<file path="config.mk">
export PLATFORM = sky130hd
export DESIGN_NAME = masked_sbox_ser
export DESIGN_NICKNAME = d
export VERILOG_FILES = /design/src/rtl/masked_sbox_ser.sv
export SDC_FILE = /design/constraint.sdc
export NUM_CORES = 1
export LEC_CHECK = 0
export CAP_MARGIN = 20
export CORE_ASPECT_RATIO = 0.6
export CORE_MARGIN = 1.5
export CORE_UTILIZATION = 36
export DETAILED_ROUTE_END_ITERATION = 8
export PLACE_DENSITY = 0.55
export SLEW_MARGIN = 20
export SYNTH_ARGS = -nofsm -noshare
export SYNTH_HDL_FRONTEND = slang
export SYNTH_SLANG_ARGS = --single-unit
</file>
<file path="constraint.sdc">
create_clock -name clk -period 17.9 [get_ports clk]
set_input_delay 2.685 -clock clk [delete_from_list [all_inputs] [get_ports clk]]
set_output_delay 2.685 -clock clk [all_outputs]
set_load 0.02 [all_outputs]
</file>
<file path="src/rtl/masked_sbox_ser.sv">
// masked_sbox_ser -- pushes an NBYTES-byte masked word through NSB masked
// AES S-box lanes, one NSB-byte slice per fresh-randomness handshake.
// Slices are injected from a register. A valid/index shift register tracks
// the fixed lane latency, and the results are reassembled in an output
// buffer that stays stable until the consumer accepts it.
//
// Macro SBOX_SER_CANRIGHT_EN: when defined, each lane uses the Canright
// core variant, which takes a fourth randomness bus. When undefined, each
// lane uses the Boyar-Peralta variant with three buses. The handshake and
// the FSM are the same in both builds.
//
// Ports:
//   clk, rst            clock (rising edge); asynchronous active-high reset
//   in_data/valid/ready masked input word, bit b of byte k, share s at
//                       (8*k+b)*d+s
//   rnd_data/valid/ready  randomness for one slice (NSB*RND_W bits)
//   out_data/valid/ready  masked S-box output word, same layout as in_data
//   busy                word in flight (FEED or DRAIN)

// One masked S-box lane with a fixed SB_LAT-cycle pipeline.
//   Input stage:      combinational S-box evaluation with fresh re-sharing.
//   Remaining stages: registers that pad the lane to SB_LAT cycles.
module masked_sbox_lane #(
    parameter int D       = 2,
    parameter int SB_LAT  = 4,
    parameter int RND_BUS = 8,
    parameter int RND_W   = 24
) (
    input  logic               clk,
    input  logic               rst,
    input  logic [8*D-1:0]     sh_in,
    input  logic [RND_W-1:0]   rnd,
    output logic [8*D-1:0]     sh_out
);
    logic [SB_LAT-1:0][8*D-1:0] pipe_q, pipe_d;
    logic [8*D-1:0] stage0;
    logic [7:0]     x, acc, m;

    function automatic logic [7:0] gf_mul(input logic [7:0] a, input logic [7:0] b);
        logic [7:0] p, aa;
        p  = '0;
        aa = a;
        for (int i = 0; i < 8; i++) begin
            if (b[i]) p = p ^ aa;
            aa = {aa[6:0], 1'b0} ^ (aa[7] ? 8'h1B : 8'h00);
        end
        return p;
    endfunction

    // Inverse as x^254 (0 maps to 0), followed by the AES affine map.
    function automatic logic [7:0] aes_sbox(input logic [7:0] v);
        logic [7:0] p, r;
        p = v;
        r = 8'h01;
        for (int i = 0; i < 7; i++) begin
            p = gf_mul(p, p);
            r = gf_mul(r, p);
        end
        return r ^ {r[6:0], r[7]} ^ {r[5:0], r[7:6]} ^ {r[4:0], r[7:5]}
                 ^ {r[3:0], r[7:4]} ^ 8'h63;
    endfunction

    always_comb begin
        x = '0;
        for (int b = 0; b < 8; b++)
            for (int s = 0; s < D; s++)
                x[b] = x[b] ^ sh_in[b*D+s];
        acc    = aes_sbox(x);
        stage0 = '0;
        m      = '0;
        // The first D-1 output shares are fresh masks. The last share absorbs them.
        for (int s = 0; s < D - 1; s++) begin
            m = rnd[8*s +: 8] ^ rnd[RND_BUS + 8*s +: 8] ^ rnd[2*RND_BUS + 8*s +: 8];
`ifdef SBOX_SER_CANRIGHT_EN
            m = m ^ rnd[3*RND_BUS + 8*s +: 8];
`endif
            acc = acc ^ m;
            for (int b = 0; b < 8; b++) stage0[b*D+s] = m[b];
        end
        for (int b = 0; b < 8; b++) stage0[b*D+D-1] = acc[b];
    end

    always_comb begin
        pipe_d    = pipe_q;
        pipe_d[0] = stage0;
        for (int k = 1; k < SB_LAT; k++) pipe_d[k] = pipe_q[k-1];
    end

    always_ff @(posedge clk or posedge rst) begin
        if (rst) pipe_q <= '0;
        else     pipe_q <= pipe_d;
    end

    assign sh_out = pipe_q[SB_LAT-1];
endmodule

module masked_sbox_ser #(
    parameter int d      = 2,
    parameter int NBYTES = 4,
    parameter int NSB    = 1,
    parameter int SB_LAT = 4,
`ifdef SBOX_SER_CANRIGHT_EN
    localparam int RND_W = 4 * (8 * d * (d - 1) / 2)
`else
    localparam int RND_W = 3 * (8 * d * (d - 1) / 2)
`endif
) (
    input  logic                    clk,
    input  logic                    rst,
    input  logic [8*NBYTES*d-1:0]   in_data,
    input  logic                    in_valid,
    output logic                    in_ready,
    input  logic [NSB*RND_W-1:0]    rnd_data,
    input  logic                    rnd_valid,
    output logic                    rnd_ready,
    output logic [8*NBYTES*d-1:0]   out_data,
    output logic                    out_valid,
    input  logic                    out_ready,
    output logic                    busy
);
    localparam int SLICES  = NBYTES / NSB;
    localparam int IDX_W   = (SLICES > 1) ? $clog2(SLICES) : 1;
    localparam int SW      = NSB * 8 * d;
    localparam int RND_BUS = 8 * d * (d - 1) / 2;

    if (NBYTES % NSB != 0) begin : g_bad_nsb
        $error("NBYTES must be a multiple of NSB");
    end
    if (d < 2 || SB_LAT < 1) begin : g_bad_par
        $error("d must be >= 2 and SB_LAT >= 1");
    end

    typedef enum logic [1:0] {IDLE, FEED, DRAIN, DONE} state_t;

    state_t                       state_q, state_d;
    logic [IDX_W-1:0]             slice_q, slice_d;
    logic [8*NBYTES*d-1:0]        in_buf_q, in_buf_d;
    logic [8*NBYTES*d-1:0]        out_buf_q, out_buf_d;
    logic [SW-1:0]                sb_in_q, sb_in_d;
    logic [NSB*RND_W-1:0]         rnd_q, rnd_d;
    logic [SB_LAT:0]              vld_q, vld_d;
    logic [SB_LAT:0][IDX_W-1:0]   idx_q, idx_d;
    logic                         in_ready_q, in_ready_d;
    logic [SW-1:0]                sb_out;
    logic                         inject, accept;

    assign accept = (state_q == IDLE) && in_valid && in_ready_q;
    assign inject = (state_q == FEED) && rnd_valid;

    always_ff @(posedge clk or posedge rst) begin
        if (rst) begin
            state_q    <= IDLE;
            slice_q    <= '0;
            in_buf_q   <= '0;
            out_buf_q  <= '0;
            sb_in_q    <= '0;
            rnd_q      <= '0;
            vld_q      <= '0;
            idx_q      <= '0;
            in_ready_q <= 1'b0;
        end else begin
            state_q    <= state_d;
            slice_q    <= slice_d;
            in_buf_q   <= in_buf_d;
            out_buf_q  <= out_buf_d;
            sb_in_q    <= sb_in_d;
            rnd_q      <= rnd_d;
            vld_q      <= vld_d;
            idx_q      <= idx_d;
            in_ready_q <= in_ready_d;
        end
    end

    always_comb begin
        state_d = state_q;
        case (state_q)
            IDLE:  if (accept) state_d = FEED;
            FEED:  if (inject && slice_q == IDX_W'(SLICES - 1)) state_d = DRAIN;
            DRAIN: if (vld_q[SB_LAT] && idx_q[SB_LAT] == IDX_W'(SLICES - 1)) state_d = DONE;
            DONE:  if (out_ready) state_d = IDLE;
            default: state_d = IDLE;
        endcase
    end

    // Datapath next-state. Idle and bubble cycles feed all-zero shares
    // so that no stale shares reach the lane.
    always_comb begin
        slice_d   = slice_q;
        in_buf_d  = in_buf_q;
        out_buf_d = out_buf_q;
        sb_in_d   = '0;
        rnd_d     = '0;
        vld_d     = {vld_q[SB_LAT-1:0], inject};
        idx_d     = idx_q;
        idx_d[0]  = inject ? slice_q : '0;
        for (int k = 1; k <= SB_LAT; k++) idx_d[k] = idx_q[k-1];
        if (accept) begin
            in_buf_d = in_data;
            slice_d  = '0;
        end
        if (inject) begin
            sb_in_d = in_buf_q[int'(slice_q) * SW +: SW];
            rnd_d   = rnd_data;
            slice_d = slice_q + 1'b1;
        end
        // An exiting slice is captured in any state, because early slices can
        // exit while later ones are still waiting on randomness.
        if (vld_q[SB_LAT]) out_buf_d[int'(idx_q[SB_LAT]) * SW +: SW] = sb_out;
        in_ready_d = (state_d == IDLE);
    end

    always_comb begin
        in_ready  = in_ready_q;
        rnd_ready = (state_q == FEED);
        busy      = (state_q == FEED) || (state_q == DRAIN);
        out_valid = (state_q == DONE);
        out_data  = out_buf_q;
    end

    for (genvar i = 0; i < NSB; i++) begin : g_lane
        masked_sbox_lane #(.D(d), .SB_LAT(SB_LAT), .RND_BUS(RND_BUS), .RND_W(RND_W)) u_lane (
            .clk    (clk),
            .rst    (rst),
            .sh_in  (sb_in_q[i*8*d +: 8*d]),
            .rnd    (rnd_q[i*RND_W +: RND_W]),
            .sh_out (sb_out[i*8*d +: 8*d])
        );
    end
endmodule

</file>
==> flow_metrics.py <==
metrics = {
    "run_status": {
        "status": "finished clean",
    },
    "routing": {
        "drt-wirelength-per-cell_um": 21.5,
        "drtPass1Iterations": 6,
        "drt_wl_total_um": 80200,
        "drt-vias-per-instance": 5.65,
        "ant_nets": 0,
        "drc_errors": 0,
        "drtIter0Drc": 2362,
        "vias": 21100,
    },
    "layout": {
        "drive_gt1_share_pct": 14.4,
        "final_net_count": 2927,
        "diodes": 0,
        "area_growth_pct": 17.2,
        "fillers": 6490,
        "register_area_um2": 6310,
        "multi_input_area_um2": 17500,
    },
    "floorplan": {
        "die_h_um": 205,
        "core_um2": 66800,
        "pin_count": 161,
        "fp-row-count": 73,
        "die_w_um": 340,
        "start_util_pct": 36.7,
        "dieArea_um2": 69700,
    },
    "placed_design": {
        "port_buffers": 160,
        "dp_hpwl_um": 61000,
        "place.gp.congestion": 0.982,
    },
    "sta": {
        "tightest_slew_ps": 1150,
        "final-max-slew-violation-count": 0,
        "finalCritPeriodShare_pct": 93.7,
        "min_period_ps": 16760,
        "rsz0062_at_grt": "false",
        "setup_tns_ps": 0,
        "hold_violations": 0,
        "max_slew_margin_pct": 23.0,
        "skew_ps": 14.6,
        "fmax_mhz": 59.7,
        "setup-violations-final": 0,
    },
    "synth": {
        "yosysTopAreaCell": "dfrtp_1",
        "synth.avg_cell_area_um2": 9.16,
        "async_flop_share_pct": 100,
        "syn_inst": 2675,
        "ys_warn_count": 0,
        "synth_nets": 2785,
        "synth_most_common_cell": "xnor2_1",
        "synthFlopType": "dfrtp_1",
        "yosysSeqAreaShare_pct": 25.7,
        "ys_ff_latch": 252,
        "synth_top_area_share_pct": 25.7,
        "synth_edf_count": 0,
        "synth_cell_types": 113,
        "ys_top_cells_by_count": "xnor2_1, nor2_1, dfrtp_1, nand2_1, clkbuf_1",
        "synth_area_um2": 24500,
        "yosys-top-cells-area": "dfrtp_1, xnor2_1, xnor3_1, nor2_1, mux2_2",
    },
    "clock_network": {
        "cts_tree": "yes",
        "path_clk_slew_ps": 60,
        "cts_hold_buf": 0,
        "cts_made_buffers": 29,
        "clock_sink_count": 252,
        "htreeDepth": 1,
        "postCtsSetupBuffers": 0,
        "cts_resized": 0,
        "root_buffer": "clkbuf_16",
        "clockBufferDepth": 3,
        "clock_latency_ps": 570,
    },
    "critical_path": {
        "end_kind": "register",
        "start_kind": "register",
        "crit_fanout": 16,
        "path_common_cell": "xnor2_1",
        "r2r_start": "sb_in_q[15]$_DFF_PP0_",
        "crit_start": "sb_in_q[15]$_DFF_PP0_",
        "arrival_ps": 17210,
        "slowest_delay_ps": 640,
        "required_ps": 18350,
        "cp_slowest_cell": "xnor3_1",
        "worstSetupPathType": "register to register",
    },
    "global_routing": {
        "grtUsageTotal_pct": 22.7,
        "grt_pass1_vias": 20400,
        "grt_pass1_wl_um": 125000,
        "grt_max_degree": 116,
        "antenna_found_initial": 1,
        "grt_overflow": 0,
    },
    "hold_path": {
        "hold_path_startpoint": "vld_q[1]$_DFF_PP0_",
        "min_path_type": "register to register",
    },
    "flow_run": {
        "cap_violations": 0,
    },
}
metal layers:
layer  GRT usage, %  share of wire [%]  wire length, µm
met1           36.0                 50            39800
met2           30.1                 38            30400
met3           5.95                 11             8920
met4           3.46                1.2              963
met5           2.08               0.21              170
path summary, 6_finish.rpt:
| path | end | depth (start not counted) | slack (ps) |
|---|---|---|---|
| max | g_lane[0].u_lane.pipe_d[31]$_DFF_PP0_ | 52 | 1140 |
| min | vld_q[2]$_DFF_PP0_ | 0 | 340 |
| max reg2reg | g_lane[0].u_lane.pipe_d[31]$_DFF_PP0_ | 52 | 1140 |
| min reg2reg | vld_q[2]$_DFF_PP0_ | 0 | 340 |
| max in group asynchronous | out_data[37]$_DFFE_PP0P_ | 4 | 12980 |
| min in group asynchronous | in_buf_q[12]$_DFFE_PP0P_ | 2 | 2660 |
cell usage in the layout, fill, tap and decap left out, drive strengths merged, types with 79 or more instances in the layout:
| master | count |
|---|---|
| xnor3 | 83 |
| xnor2 | 459 |
| clkdlybuf4s50 | 160 |
| a21oi | 113 |
| o21ai | 105 |
| nand2 | 195 |
| dfrtp | 252 |
| mux2 | 79 |
| xor2 | 111 |
| buf | 126 |
| nor2 | 349 |
area by class of cell:
| cell class | instances | area share (%) |
|---|---|---|
| multi-input cells | 2214 | 60.9 |
| flip-flops and latches | 252 | 22.0 |
| repair buffers | 286 | 8.87 |
| well taps | 900 | 3.92 |
| clock buffers | 39 | 2.87 |
| clock inverters | 15 | 0.984 |
| inverters | 34 | 0.470 |
critical path: cells and delay by family, from the launching register on:
family,cells,cell delay (ps)
and+or+nand+nor,7,1660
muxes,2,510
adders and majority gates,2,980
DFF,1,420
xor gates and xnor gates,33,11080
AOI/OAI and AO/OA,3,770
buffers and inverters,5,1210
cells by family (layout without fill, tap and decap cells):
logic type / Yosys count / after routing / synth area share (%)
fa+ha+maj: 18 / 18 / 0.909
mux: 141 / 141 / 6.99
compound gates: 554 / 554 / 15.9
flops: 252 / 252 / 25.7
xor+xnor: 661 / 661 / 31.2
buf+inv: 209 / 374 / 3.56
simple gates: 840 / 840 / 15.7
registers in the layout (all words and copies together), names as in the netlist, 5 cells and up:
register / flops
idx_d: 8
g_lane.u_lane.pipe_d: 48
g_lane.u_lane.sh_out: 16
sb_in_q: 16
vld_q: 5
out_data: 64
in_buf_q: 64
rnd_q: 24
per-stage QoR:
| stage | util, % | hold WS, ps | instance area [µm²] | setup WS, ps | cells |
|---|---|---|---|---|---|
| floorplan | - | 331 | 24500 | 3250 | 2675 |
| global placement | 41.2 | 334 | 27500 | 851 | 3686 |
| detailed placement | 41.2 | 335 | 27500 | 752 | 3686 |
| CTS | 42.9 | 344 | 28600 | 640 | 3740 |
| global route | 43.0 | 352 | 28700 | 47.7 | 3740 |
| finish | 43.0 | 335 | 28700 | 1140 | 3740 |
Power is not shown: default switching activity piles up to over one toggle a cycle in this logic, so the estimate is an artifact.
==> RTL change (same settings) <==
`out_buf_q` no longer has a reset.
--- a/src/rtl/masked_sbox_ser.sv
+++ b/src/rtl/masked_sbox_ser.sv
@@ -152,7 +152,6 @@
             state_q    <= IDLE;
             slice_q    <= '0;
             in_buf_q   <= '0;
-            out_buf_q  <= '0;
             sb_in_q    <= '0;
             rnd_q      <= '0;
             vld_q      <= '0;
@@ -162,13 +161,16 @@
             state_q    <= state_d;
             slice_q    <= slice_d;
             in_buf_q   <= in_buf_d;
-            out_buf_q  <= out_buf_d;
             sb_in_q    <= sb_in_d;
             rnd_q      <= rnd_d;
             vld_q      <= vld_d;
             idx_q      <= idx_d;
             in_ready_q <= in_ready_d;
         end
+    end
+
+    always_ff @(posedge clk) begin
+        out_buf_q <= out_buf_d;
     end
 
     always_comb begin
Behaviour: same outputs for any inputs over 4 cycles, from zero or initial values and one cycle with rst high; that may be too few to reach the edited logic, so the function may still have changed.
==> RTL change against the unedited design <==
  * Fmax fell by 0.99%
  * Synthesized area down 0.22%
  * Clock skew decreased by 0.00061 ns
  * Design area is 0.95% lower
  * Sequential cell count unchanged
  * Routed wire length down 4.1%
  * Setup slack got worse by 0.17 ns
  * Non-clock buffer count down 15
  * Synthesized cell count down 5.2%
  * Count of clock-buffer cells in the layout shrank 8
  * Largest cell class unchanged
  * Highest routed layer is now met4
Power is left out: the tool's default activity adds up to more than one toggle a clock period on the data nets, which glitch-free logic cannot reach.
==> RTL change: results (changes against the unedited design) <==
Synth area leaders dfrtp_1, xnor2_1, xnor3_1 (unchanged); asr flop ratio synth 74.6% (was 100%); multiplexer share of the synthesized area 6.82% (was 6.99%); post-synthesis adder-cell area fraction 0.870% (was 0.909%); Reg-to-Reg End g_lane[0].u_lane.pipe_d[25] (was g_lane[0].u_lane.pipe_d[31]); Place WS 0.775 ns (was 0.752 ns); Tot GR Track Use 21.8% (was 22.7%); FF-to-FF Start sb_in_q[15] (unchanged); placed cell area 27500 um2 (about the same); Initial DRT Pass Iterations 5 (was 6); H-tree depth 1 (unchanged); sequential area share after synthesis 27.1% (was 25.7%); clock skew 0.0140 ns (was 0.0146 ns); vias in the first global route 18964 (was 20378); Post-synth top cells xnor2_1, nor2_1, nand2_1 (was xnor2_1, nor2_1, dfrtp_1); TritonCTS Buffers 26 (was 29); complex-gate fraction of the synthesized area 12.1% (was 15.9%); GP Congestion 0.967 (was 0.982); Worst path max stage delay 0.61 ns (was 0.64 ns); layout net count 2781 (was 2927); # fillers 6409 (was 6490); CP max FO 18 (was 16); largest net degree at the start of global routing 110 (was 116); drt total wl 76900 um (was 80200 um); number of synthesized flops with an enable pin 64 (was 0); run status complete, no violations (unchanged); Placed Cells 3543 (was 3686); first-pass GRT wire length 119000 um (was 125000 um); arrival time worst endpoint 17.34 ns (was 17.21 ns); post-synth cell types 105 (was 113); dpl hpwl 59300 um (was 61000 um); via count 19858 (was 21127); Sequential Area 6630 um2 (was 6310 um2); post-synthesis xor/xnor area fraction 33.4% (was 31.2%); layout cells sized above 1 14.2% (was 14.4%); DR WL/cell 21.4 um (was 21.5 um); R2R Setup Slk 0.97 ns (was 1.14 ns); post-synth net total 2646 (was 2785); reg2reg path depth 59 (was 52); Initial DRC Count 2006 (was 2362)
[RTL change: cell families after synthesis]
group,count (synthesis)
buffers and inverters,191
xor gates and xnor gates,655
AOI/OAI and AO/OA,431
DFF,252
and+or+nand+nor,853
muxes,137
adders and majority gates,17
[RTL change: routing by layer]
layer,track usage (%),vias to the layer above,wire [um]
met5,0,-,0
met4,2.89,0,944
met3,4.86,66,7270
met2,29.1,823,29900
met1,35.4,9794,38800
li1,-,9175,-
[RTL change: what timing repair did]
item / CTS / global route
hold endpoints to repair: 0 / 0
endpoints found under the setup margin: 0 / 8
resized for setup: 0 / 14
[RTL change: final cells by class]
class	count	share of cell area, %
Multi-Input combinational cell	2093	60.6
Sequential cell	252	23.3
Timing Repair Buffer	271	8.56
Tap cell	900	3.96
Clock buffer	31	2.57
Clock inverter	17	0.598
Inverter	27	0.383
Antenna cell	2	0.0176
[RTL change: worst register-to-register path, delay by kind of cell (launching register included)]
family          cells  cell delay [ns]
compound gates     12             3.15
xor+xnor           23             7.59
fa+ha+maj           4             1.61
buf+inv             9             1.79
flops               1             0.42
mux                 4             1.22
simple gates        7             1.05
[RTL change: how the worst max path moves through the flow]
stage | from | endpoint | slack, ns | cells after the start
floorplan | sb_in_q[15] | g_lane[0].u_lane.pipe_d[17] | 2.07 | 62
global placement | sb_in_q[15] | g_lane[0].u_lane.pipe_d[21] | 0.88 | 58
detailed placement | sb_in_q[15] | g_lane[0].u_lane.pipe_d[21] | 0.78 | 56
CTS | sb_in_q[15] | g_lane[0].u_lane.pipe_d[21] | 0.76 | 58
global route | sb_in_q[15] | g_lane[0].u_lane.pipe_d[25] | 0.01 | 57
finish | sb_in_q[15] | g_lane[0].u_lane.pipe_d[25] | 0.97 | 59
